**config.mk**
```make
export PLATFORM = sky130hd
export DESIGN_NAME = event_pulse_generator
export DESIGN_NICKNAME = d
export VERILOG_FILES = /design/src/rtl/event_pulse_generator.sv
export SDC_FILE = /design/constraint.sdc
export NUM_CORES = 1
export LEC_CHECK = 0
export ABC_AREA = 1
export CORE_ASPECT_RATIO = 1.2
export CORE_UTILIZATION = 59
export CTS_CLUSTER_DIAMETER = 60
export DETAILED_ROUTE_END_ITERATION = 6
export GPL_TIMING_DRIVEN = 0
export PLACE_DENSITY = 0.8
export SLEW_MARGIN = 20
export SYNTH_ARGS = -nofsm -noshare
export SYNTH_HDL_FRONTEND = slang
export SYNTH_SLANG_ARGS = --single-unit
export TNS_END_PERCENT = 20
```
**constraint.sdc**
```tcl
create_clock -name clk -period 4.5 [get_ports clk]
set_input_delay 0.675 -clock clk [delete_from_list [all_inputs] [get_ports clk]]
set_output_delay 0.675 -clock clk [all_outputs]
set_load 0.02 [all_outputs]
```
**src/rtl/event_pulse_generator.sv**
```systemverilog
// Event pulse generator: queues single-cycle event requests in a saturating
// counter and replays each one as a clean high/low pulse on o_Data, sized so
// a remote 2-flop synchroniser plus rising-edge detector sees every event once.
module event_pulse_generator #(
  parameter int unsigned HIGH_CYCLES = 2,
  parameter int unsigned LOW_CYCLES  = 3,
  parameter int unsigned PEND_W      = 4
) (
  input  logic              clk,
  input  logic              reset,
  input  logic              i_Event,
  input  logic              i_Enable,
  input  logic              i_Clr_Ovf,
  output logic              o_Data,
  output logic              o_Busy,
  output logic [PEND_W-1:0] o_Pending,
  output logic              o_Overflow
);

  // Configuration guard: widths outside 2..255 break the detector contract.
  if (HIGH_CYCLES < 2 || HIGH_CYCLES > 255 || LOW_CYCLES < 2 || LOW_CYCLES > 255 ||
      PEND_W < 1) begin : g_param_err
    $fatal(1, "event_pulse_generator: parameter out of range");
  end

  typedef enum logic [1:0] {StIdle, StHigh, StLow} state_e;

  localparam logic [7:0]        HighLast = 8'(HIGH_CYCLES - 1);
  localparam logic [7:0]        LowLast  = 8'(LOW_CYCLES - 1);
  localparam logic [PEND_W-1:0] PendMax  = '1;

  state_e            state_q, state_d;
  logic [7:0]        cnt_q, cnt_d;
  logic              data_q, data_d;
  logic              busy_q, busy_d;
  logic [PEND_W-1:0] pend_q, pend_d;
  logic              ovf_q, ovf_d;
  logic              can_launch;
  logic              launch;
  logic              drop;

  assign can_launch = (pend_q != '0) && i_Enable;

  // Pulse FSM: next state, width counter and line level.
  always_comb begin
    state_d = state_q;
    cnt_d   = cnt_q;
    data_d  = data_q;
    launch  = 1'b0;
    unique case (state_q)
      StIdle: begin
        data_d = 1'b0;
        if (can_launch) begin
          launch  = 1'b1;
          state_d = StHigh;
          cnt_d   = 8'd0;
          data_d  = 1'b1;
        end
      end
      StHigh: begin
        if (cnt_q == HighLast) begin
          state_d = StLow;
          cnt_d   = 8'd0;
          data_d  = 1'b0;
        end else begin
          cnt_d = cnt_q + 8'd1;
        end
      end
      StLow: begin
        if (cnt_q == LowLast) begin
          cnt_d = 8'd0;
          // Chain straight into the next pulse when more work is queued.
          if (can_launch) begin
            launch  = 1'b1;
            state_d = StHigh;
            data_d  = 1'b1;
          end else begin
            state_d = StIdle;
            data_d  = 1'b0;
          end
        end else begin
          cnt_d = cnt_q + 8'd1;
        end
      end
      default: begin
        state_d = StIdle;
        cnt_d   = 8'd0;
        data_d  = 1'b0;
      end
    endcase
    busy_d = (state_d != StIdle);
  end

  // Pending counter and sticky overflow; a coincident inc/dec nets to zero.
  always_comb begin
    pend_d = pend_q;
    drop   = 1'b0;
    if (i_Event && !launch) begin
      if (pend_q == PendMax) begin
        drop = 1'b1;
      end else begin
        pend_d = pend_q + 1'b1;
      end
    end else if (!i_Event && launch) begin
      pend_d = pend_q - 1'b1;
    end
    ovf_d = ovf_q;
    if (i_Clr_Ovf) begin
      ovf_d = 1'b0;
    end
    if (drop) begin
      ovf_d = 1'b1;
    end
  end

  // State register with asynchronous clear of everything.
  always_ff @(posedge clk or posedge reset) begin
    if (reset) begin
      state_q <= StIdle;
      cnt_q   <= 8'd0;
      data_q  <= 1'b0;
      busy_q  <= 1'b0;
      pend_q  <= '0;
      ovf_q   <= 1'b0;
    end else begin
      state_q <= state_d;
      cnt_q   <= cnt_d;
      data_q  <= data_d;
      busy_q  <= busy_d;
      pend_q  <= pend_d;
      ovf_q   <= ovf_d;
    end
  end

  assign o_Data     = data_q;
  assign o_Busy     = busy_q;
  assign o_Pending  = pend_q;
  assign o_Overflow = ovf_q;

endmodule

```
==> Word-level counts from Yosys, hierarchy flattened <==
Cells that the tools add are included.
Widths: inputs -> output; s select.
{ "totals": {"ff_bits": 17} }
{ "op_classes": {"mux": 22, "reduce_logical": 12, "n_eq_ne": 9, "add_sub_neg": 3} }
{ "op_table": {"columns": ["cell", "n"], "rows": [
  ["$mux 8", 3],
  ["$pmux 8 s3", 1],
  ["$mux 4", 3],
  ["$mux 1", 9],
  ["$add 8x1->8 const B", 1],
  ["$eq 8x1->1 const B", 1],
  ["$eq 8x2->1 const B", 1],
  ["$ne 2x2->1 const B", 4],
  ["$mux 2", 3],
  ["$pmux 2 s3", 1],
  ["$reduce_bool 2->1", 3],
  ["$add 4x1->4 const B", 1],
  ["$eq 4x4->1 const B", 1],
  ["$reduce_and 2->1", 2],
  ["$reduce_bool 4->1", 1],
  ["$sub 4x1->4 const B", 1],
  ["$logic_and 1x1->1", 3],
  ["$pmux 1 s3", 1],
  ["$eq 2x1->1 const B", 1],
  ["$eq 2x2->1 const B", 1],
  ["$logic_not 1->1", 2],
  ["$logic_not 2->1", 1],
  ["$pmux 1 s2", 1]
]} }

==> Depth between registers and ports, before layout <==
Gate-level depths: netlist of run 1.
{ "depth": {"word_depth": 9, "depth_mapped": 15} }

==> Worst setup path before layout of run 1 <==
OpenSTA, ideal clock, no wires.
{ "synth_timing": {"kind": "flip-flop to flip-flop", "start": "register pend_q[0], in the netlist o_Pending[0]", "end": "register pend_q[3], in the netlist o_Pending[3]", "stages_incl_launch_ff": 15, "setup_ps": 117, "arrival_time_ps": 2004, "setup_slack_ps": 2378, "n_path_buf": 0, "required_ps": 4383, "period_less_slack_ps": 2122, "cell_sequence": "dfrtp_1 > nor2_1 > nand2_2 > nand2_2 > nor2_4 > nand2_4 > nand3_1 > ha_1 > and3_1 > nor2_1 > inv_1 > nand2_1 > nand3_1 > nand2_1 > nand2_1"} }
{ "synth_via": {"elab_chain_cells": 9, "elab_cells_between_ends": 17} }
{ "synth_rtl": {"columns": ["item", "line", "source"], "rows": [
  ["start: declaration", "36", "logic [PEND_W-1:0] pend_q, pend_d;"],
  ["start signal: assignment", "130", "pend_q <= pend_d;"],
  ["$reduce_bool 4->1", "42", "assign can_launch = (pend_q != '0) && i_Enable;"],
  ["$logic_and 1x1->1", "42", null],
  ["$mux 1", "53, 73", null],
  ["$mux 1", "70", "if (cnt_q == LowLast) begin"],
  ["$pmux 1 s2", "50", "unique case (state_q)"],
  ["$logic_not 1->1", "98", "if (i_Event && !launch) begin"],
  ["$logic_and 1x1->1", "98", null],
  ["$ne 2x2->1 (no source line) or $reduce_bool 2->1 (tied branches)", null, null],
  ["$reduce_and 2->1 (no source line)", null, null]
]} }
Parallel ways exist; a longest one is shown, timed or not. The select of a mux whose other input is x is not followed.
A chain may end at the register's enable or synchronous reset.

==> Worst setup path in the final report of run 1 <==
{ "layout_timing": {"start": "input i_Enable", "end": "register pend_q[3], in the netlist o_Pending[3]"} }
{ "layout_via": {"elab_chain_cells": 8, "elab_cells_between_ends": 11} }
{ "layout_rtl": {"columns": ["item", "line", "source"], "rows": [
  ["start: declaration", "12", "input logic i_Enable,"],
  ["$logic_and 1x1->1 (*)", "42", null],
  ["$mux 1 (*)", "53, 73", null],
  ["$mux 1", "70", null],
  ["$pmux 1 s2 (*)", "50", null],
  ["$logic_not 1->1", "98", null],
  ["$logic_and 1x1->1", "98", null],
  ["$ne 2x2->1 (no source line) or $reduce_bool 2->1 (tied branches)", null, null],
  ["$reduce_and 2->1 (no source line)", null, null]
]} }
Every way passes the cells marked *; elsewhere a longest branch is shown, timed or not.

==> results of run 1 <==
[critical path, stage by stage]
cell and delay (ns):
clkdlybuf4s50_1 0.52, nand2_2 0.10, nor2_4 0.11, nand2_4 0.08
nand3_1 0.20, ha_1 0.31, and3_1 0.19, nor2_1 0.12
nand4_1 0.15, nand4_1 0.12, nand2_1 0.05
[synth_stat cells]
cell type  number
a21oi_1         4
a21oi_2         1
a31oi_1         2
and3_1          1
dfrtp_1        17
fa_1            1
ha_1            9
inv_1          20
inv_2           1
nand2_1        17
nand2_2         7
nand2_4         2
nand3_1        11
nand3_2         1
nand4_1         5
nand4_2         1
nor2_1         13
nor2_2          1
nor2_4          2
nor3_1          3
o21a_1          1
o21ai_0         6
o21ai_2         1
o22ai_1         3
o31ai_1         1
xnor2_1         1
xor2_1          1
[per-layer routing]
| metal | track usage [%] | wire length, µm | vias to the layer above |
|---|---|---|---|
| met5 | 0 | 0 | - |
| met2 | 40.9 | 1080 | 12 |
| met1 | 24.5 | 880 | 463 |
| li1 | - | - | 473 |
| met3 | 2.22 | 46 | 5 |
| met4 | 10.8 | 41 | 0 |
[how the worst min path moves through the flow]
stage | endpoint | cells past startpoint
after global routing | o_Data | 2
after CTS | o_Data | 2
final | o_Data | 2
after global placement | o_Data | 2
after floorplan | cnt_q[4] | 2
after detailed placement | o_Data | 2
[logic make-up (layout without fill, tap and decap cells)]
| logic type | Yosys count | after routing |
|---|---|---|
| AND/OR/NAND/NOR | 64 | 64 |
| XOR/XNOR | 2 | 2 |
| AO/OA/AOI/OAI | 19 | 19 |
| flip-flops | 17 | 17 |
| adder cells (fa/ha/maj) | 10 | 10 |
| buffers and inverters | 21 | 36 |
[layout make-up]
class / instances / area [µm²] / share of cell area [%]
multi-input cells: 95 / 602 / 47.5
flip-flops and latches: 17 / 425 / 33.6
repair buffers: 11 / 110 / 8.70
inverters: 21 / 78.8 / 6.23
clock buffers: 3 / 22.5 / 1.78
well taps: 18 / 22.5 / 1.78
clock inverters: 1 / 5.00 / 0.395
[state kept, by name, summed over array words and instances, names as in the netlist]
register / count
cnt_q: 8
o_Data: 1
o_Overflow: 1
o_Busy: 1
state_q: 2
o_Pending: 4
[power by group]
| part | internal, mW | total [mW] | switching (mW) |
|---|---|---|---|
| combinational | 0.172 | 0.431 | 0.258 |
| sequential | 0.195 | 0.240 | 0.0448 |
| clock | 0.0331 | 0.0836 | 0.0505 |
| total | 0.400 | 0.754 | 0.354 |
[through the flow]
step                      total power, mW  hold WS [ns]
after floorplan                     0.547         0.535
after global placement              0.662         0.472
after detailed placement            0.673         0.494
after CTS                           0.758         0.517
after global routing                0.823         0.545
final                               0.754         0.502
==> results.md, run 1 <==
- Startpoint Class: input pin
- Final setup vio count: 0
- Initial antenna violation count: 0
- Clock latency on the worst-skew pair: 0.30 ns
- Crit path required time: 4.69 ns
- Mux share of post-synthesis cell area: 0%
- Avg Cell Area, Syn: 8.32 µm²
- Clk slew on worst S/H paths: 0.10 ns
- Final HPWL DP: 1580 µm
- Setup crit end: o_Pending[3]
- Num CTS Buffers: 3
- LEAKAGE: 0.609 nW
- Reg-to-reg setup timing slack: 2.18 ns
- Via count: 953
- Placed cell areas: 1240 µm²
- CTS tree: yes
- Clock skew: 0.00889 ns
- Critical path endpoint category: register
- # IOs: 12
- TNS Setup: 0 ns
- CP startpoint: i_Enable
- Synth Area in Adders: 12.0%
- R2r endpoint: o_Pending[3]
- Post-CTS Repair Setup Buffers: 0
- Buffers on Ports: 11
- Gate Count Post-Synth: 133
- Most common cell after layout, fill and taps aside: inv_1
- DRC violations left: 0
- CP Class: input pin to register
- Share of cells above drive strength 1: 14.2%
- Antenna-violating nets left: 0
- Post-Route WL: 2050 µm
- # diodes: 0
- Hold path start: o_Data
- End-of-flow core utilization: 74.4%
- Status: completed
- First-pass GRT wire length: 3530 µm
- Simple-gate share of the synthesized area: 30.5%
- Slew @ Worst Pin: 0.631 ns
- XOR/XNOR Fraction of Synth Area: 1.58%
- Vias in the first global route: 888
- Non-Filler Instances: 166
- Final hold violation count: 0
- Worst-case reg-to-reg path depth: 10
- Chip Width: 41.5 µm
- Largest net degree at the start of global routing: 18
- Slew margin rel.: 57.9%
- Fmax: 408 MHz
- Core ar.: 1700 µm²
- R2R Path Start: state_q[0]
- H-tree levels: 1
- Synth-to-Final Area Change: 14.5%
- Filler cells: 130
- Cell variety after synth: 27
- Arrival time of the worst setup path: 2.64 ns
- Minimum clock period: 2.45 ns
- Drt wl/cell: 12.3 µm
- # hold bufs at CTS: 0
- Pre-CTS setup slack: 1.73 ns
- Placed Cells: 162
- Share of the synthesized area in the top cell type: 38.5%
- Seq cells post-synth: 17
- Post-CTS sizing: 0
- Max-Cap Viols: 0
- Most frequent cells in the layout: inv_1 (20), nand2_1 (17), dfrtp_1 (17), nor2_1 (13)
- Largest family of logic cells by synthesized area: simple AND/OR/NAND/NOR gates
- Mapped cell area: 1110 µm²
- CTS root buffer: clkbuf_4
- Worst Hold Class: register to register
- Worst Path Max Fanout: 6
- DR pass1 iterations: 4
- GRT Util Overall: 22.1%
- Total congestion overflow: 0
- Final #Nets: 164
- Post-route setup slack: 2.05 ns
- Area leader, netlist: dfrtp_1
- DR iter-0 viols: 15
- Num Clock Sinks: 17
- Sequential share of the synthesized area: 38.5%
- Avg Vias per Cell: 5.74
- Final RePlAce weighted congestion: 0.867
- Synthesized Nets: 148
- Die area: 2050 µm²
- Post-route cell area: 1270 µm²
- Rows: 16
- Peak supply drop: 412 µV
- YS warnings: 0
- Fin crit share: 54.5%
- Initial core utilization: 65.0%
- Clock Tree Buf Depth: 2
- Largest cells by area after synthesis: dfrtp_1 (38%), ha_1 (10%), inv_1 (6.8%)
- Compound-gate portion of the synthesized area: 10.3%
- Die H: 49.4 µm
- Slew Viols, Final: 0
- Power Density: 595 nW/µm²
- RSZ-0062 raised after global routing: no
Power figures use the tool's default switching activity.
==> run 2, diff against run 1 <==
Settings changed: CORE_UTILIZATION 59 to 55, PLACE_DENSITY 0.8 to 0.75.
Clock period 4.5 ns to 2.4 ns, I/O delays scaled along.
==> run 2 against run 1 <==
Effect of this change:
- register-to-register slack got worse by 1.9 ns
- worst setup slack worse by 1.8 ns
- count of clock-buffer cells in the layout rose by 1
- first-iteration DRC count fell by 53%
- critical endpoint unchanged
- highest routed layer unchanged
- total power up 93%
- global-route usage up 0.83 points
==> results.md, run 2 (synthesized netlist as in run 1, its figures left out) <==
- Status: completed
- Arrival time of the worst setup path: 2.32 ns (-0.32 ns)
- Fin crit share: 88.6%
- Num Clock Sinks: 17 (unchanged)
- First-pass GRT wire length: 3770 µm (+6.7%)
- RSZ-0062 raised after global routing: no
- Peak supply drop: 799 µV (+94%)
- Post-route cell area: 1310 µm² (+3.1%)
- Antenna-violating nets left: 0 (unchanged)
- Die area: 2200 µm² (+6.9%)
- Met3 GRT Util: 3.53% (+1.3 points)
- Fmax: 470 MHz
- DR pass1 iterations: 4 (unchanged)
- Filler cells: 156 (+20%)
- Avg Vias per Cell: 5.51 (-4.0%)
- Placed cell areas: 1240 µm² (+0.10%)
- R2r endpoint: o_Pending[3]
- Die H: 51.1 µm (+3.4%)
- Post-Route WL: 2200 µm (+7.4%)
- Max-Cap Viols: 0 (unchanged)
- Min Hold Slack: 0.435 ns (-0.0660 ns)
- Worst Hold Class: input pin to async pin
- Met1 Use GR: 26.9% (+2.5 points)
- Num CTS Buffers: 3 (unchanged)
- Top reg by flops: cnt_q
- CP Class: register to register
- Slew Viols, Final: 0 (unchanged)
- Most common cell after layout, fill and taps aside: inv_1
- Worst path max stage delay: 0.47 ns (-0.05 ns)
- Critical path, cell by cell: nor2_1 -> nand2_2 -> nand2_2 -> nor2_4 -> nand2_4 -> nand3_2 -> ha_1 -> and3_1 -> nor2_1 -> inv_1 -> nand2_1 -> nand3_1 -> nand2_1 -> nand2_1
- Clock latency on the worst-skew pair: 0.29 ns (about the same)
- Most frequent cells in the layout: inv_1 (20), nand2_1 (17), dfrtp_1 (16), nor2_1 (13), clkdlybuf4s50_1 (11)
- Drt wl/cell: 13.0 µm (+5.5%)
- Startpoint Class: register
- Share of cells above drive strength 1: 17.3% (+3.1 points)
- H-tree levels: 1 (unchanged)
- Minimum clock period: 2.13 ns
- Clock skew: 0.00177 ns (-0.00712 ns)
- Core ar.: 1870 µm² (+10%)
- Final hold violation count: 0 (unchanged)
- Worst-case reg-to-reg path depth: 14 (+4)
- Buffers on Ports: 11 (unchanged)
- GRT Max-Usage Layer: met2
- Final #Nets: 166 (+1.2%)
- Total congestion overflow: 0 (unchanged)
- Clock Tree Buf Depth: 2 (unchanged)
- Vias in the first global route: 893 (+0.56%)
- Final HPWL DP: 1700 µm (+7.1%)
- Met2 Use GR: 39.1% (-1.7 points)
- Clk slew on worst S/H paths: 0.10 ns (about the same)
- Pre-CTS setup slack: -0.0565 ns (-1.79 ns)
- # hold bufs at CTS: 0 (unchanged)
- Post-route setup slack: 0.275 ns (-1.77 ns)
- # IOs: 12 (unchanged)
- Via count: 931 (-2.3%)
- Crit path required time: 2.60 ns (-2.09 ns)
- Largest net degree at the start of global routing: 18 (unchanged)
- CTS tree: yes
- CP max-delay cell: dfrtp_1
- Reg-to-reg setup timing slack: 0.27 ns (-1.91 ns)
- Worst Path Max Fanout: 6 (unchanged)
- Final setup vio count: 0 (unchanged)
- Slew @ Worst Pin: 0.639 ns (+0.00818 ns)
- Chip Width: 42.9 µm (+3.4%)
- R2R Path Start: o_Pending[2]
- Rows: 17 (+1)
- # diodes: 0 (unchanged)
- DRC violations left: 0 (unchanged)
- Power Density: 1120 nW/µm² (+88%)
- Cell mode on critical path: nand2_1
- Slew margin rel.: 57.4% (-0.55 points)
- Initial antenna violation count: 0 (unchanged)
- Max reg flops: 8 (unchanged)
- Critical path endpoint category: register
- Initial core utilization: 59.1% (-5.9 points)
- Final RePlAce weighted congestion: 0.829 (-4.4%)
- CTS root buffer: clkbuf_4
- GRT Util Overall: 22.9% (+0.83 points)
- LEAKAGE: 0.621 nW (+1.9%)
- DR iter-0 viols: 7 (-8)
- Synth-to-Final Area Change: 18.0%
## run 2: report_power, final
group	internal (mW)	switching, mW	leakage [nW]
clock network	0.0647	0.0941	0.0150
logic	0.352	0.490	0.384
registers	0.367	0.0903	0.222
## run 2: how the worst max path moves through the flow
stage	from	slack, ns	depth (start not counted)	endpoint
2_1_floorplan	o_Pending[0]	0.28	14	o_Pending[3]
3_3_place_gp	i_Enable	0.01	13	o_Pending[3]
3_5_place_dp	i_Enable	-0.06	13	o_Pending[3]
4_1_cts	state_q[0]	0.05	12	o_Pending[3]
5_1_grt	o_Pending[2]	0.02	12	o_Pending[3]
6_report	o_Pending[2]	0.27	14	o_Pending[3]
## run 2: timing repair
action,4_1_cts,5_1_grt
setup endpoints to repair,0,1
gates resized for setup,0,4
setup buffers,0,2
## run 2: area by class of cell
type / count / area [µm²] / area share [%]
tap: 19 / 23.8 / 1.82
inverter: 21 / 78.8 / 6.04
sequential: 17 / 427 / 32.7
clock buffer: 4 / 26.3 / 2.01
timing repair buffer: 13 / 125 / 9.59
multi-input combinational: 95 / 624 / 47.8
## run 2: metal layers
metal / part of all wire, % / wire length, µm
met5: 0 / 0
met2: 51 / 1120
met4: 2.4 / 53
met3: 3.6 / 79
met1: 43 / 949
## run 2: metrics by stage
| stage | utilization (%) | cells | total power [mW] | setup TNS [ns] |
|---|---|---|---|---|
| after floorplan | - | 133 | 1.03 | 0 |
| after global placement | 66.2 | 163 | 1.23 | 0 |
| after detailed placement | 66.2 | 163 | 1.25 | -0.0565 |
| after CTS | 67.6 | 167 | 1.42 | 0 |
| after global routing | 69.7 | 169 | 1.59 | 0 |
| final | 69.7 | 169 | 1.46 | 0 |
## run 2: worst max-delay path: cells and delay by family (launching register included)
kind,cells,cell delay [ns]
simple gates,12,1.20
flops,1,0.47
buf+inv,1,0.05
fa+ha+maj,1,0.31
==> run 3, diff against run 2 <==
Settings changed: CAP_MARGIN from default to 30.
==> results of run 3 <==
The final DEF is identical to that of run 2; final timing and power are the same.
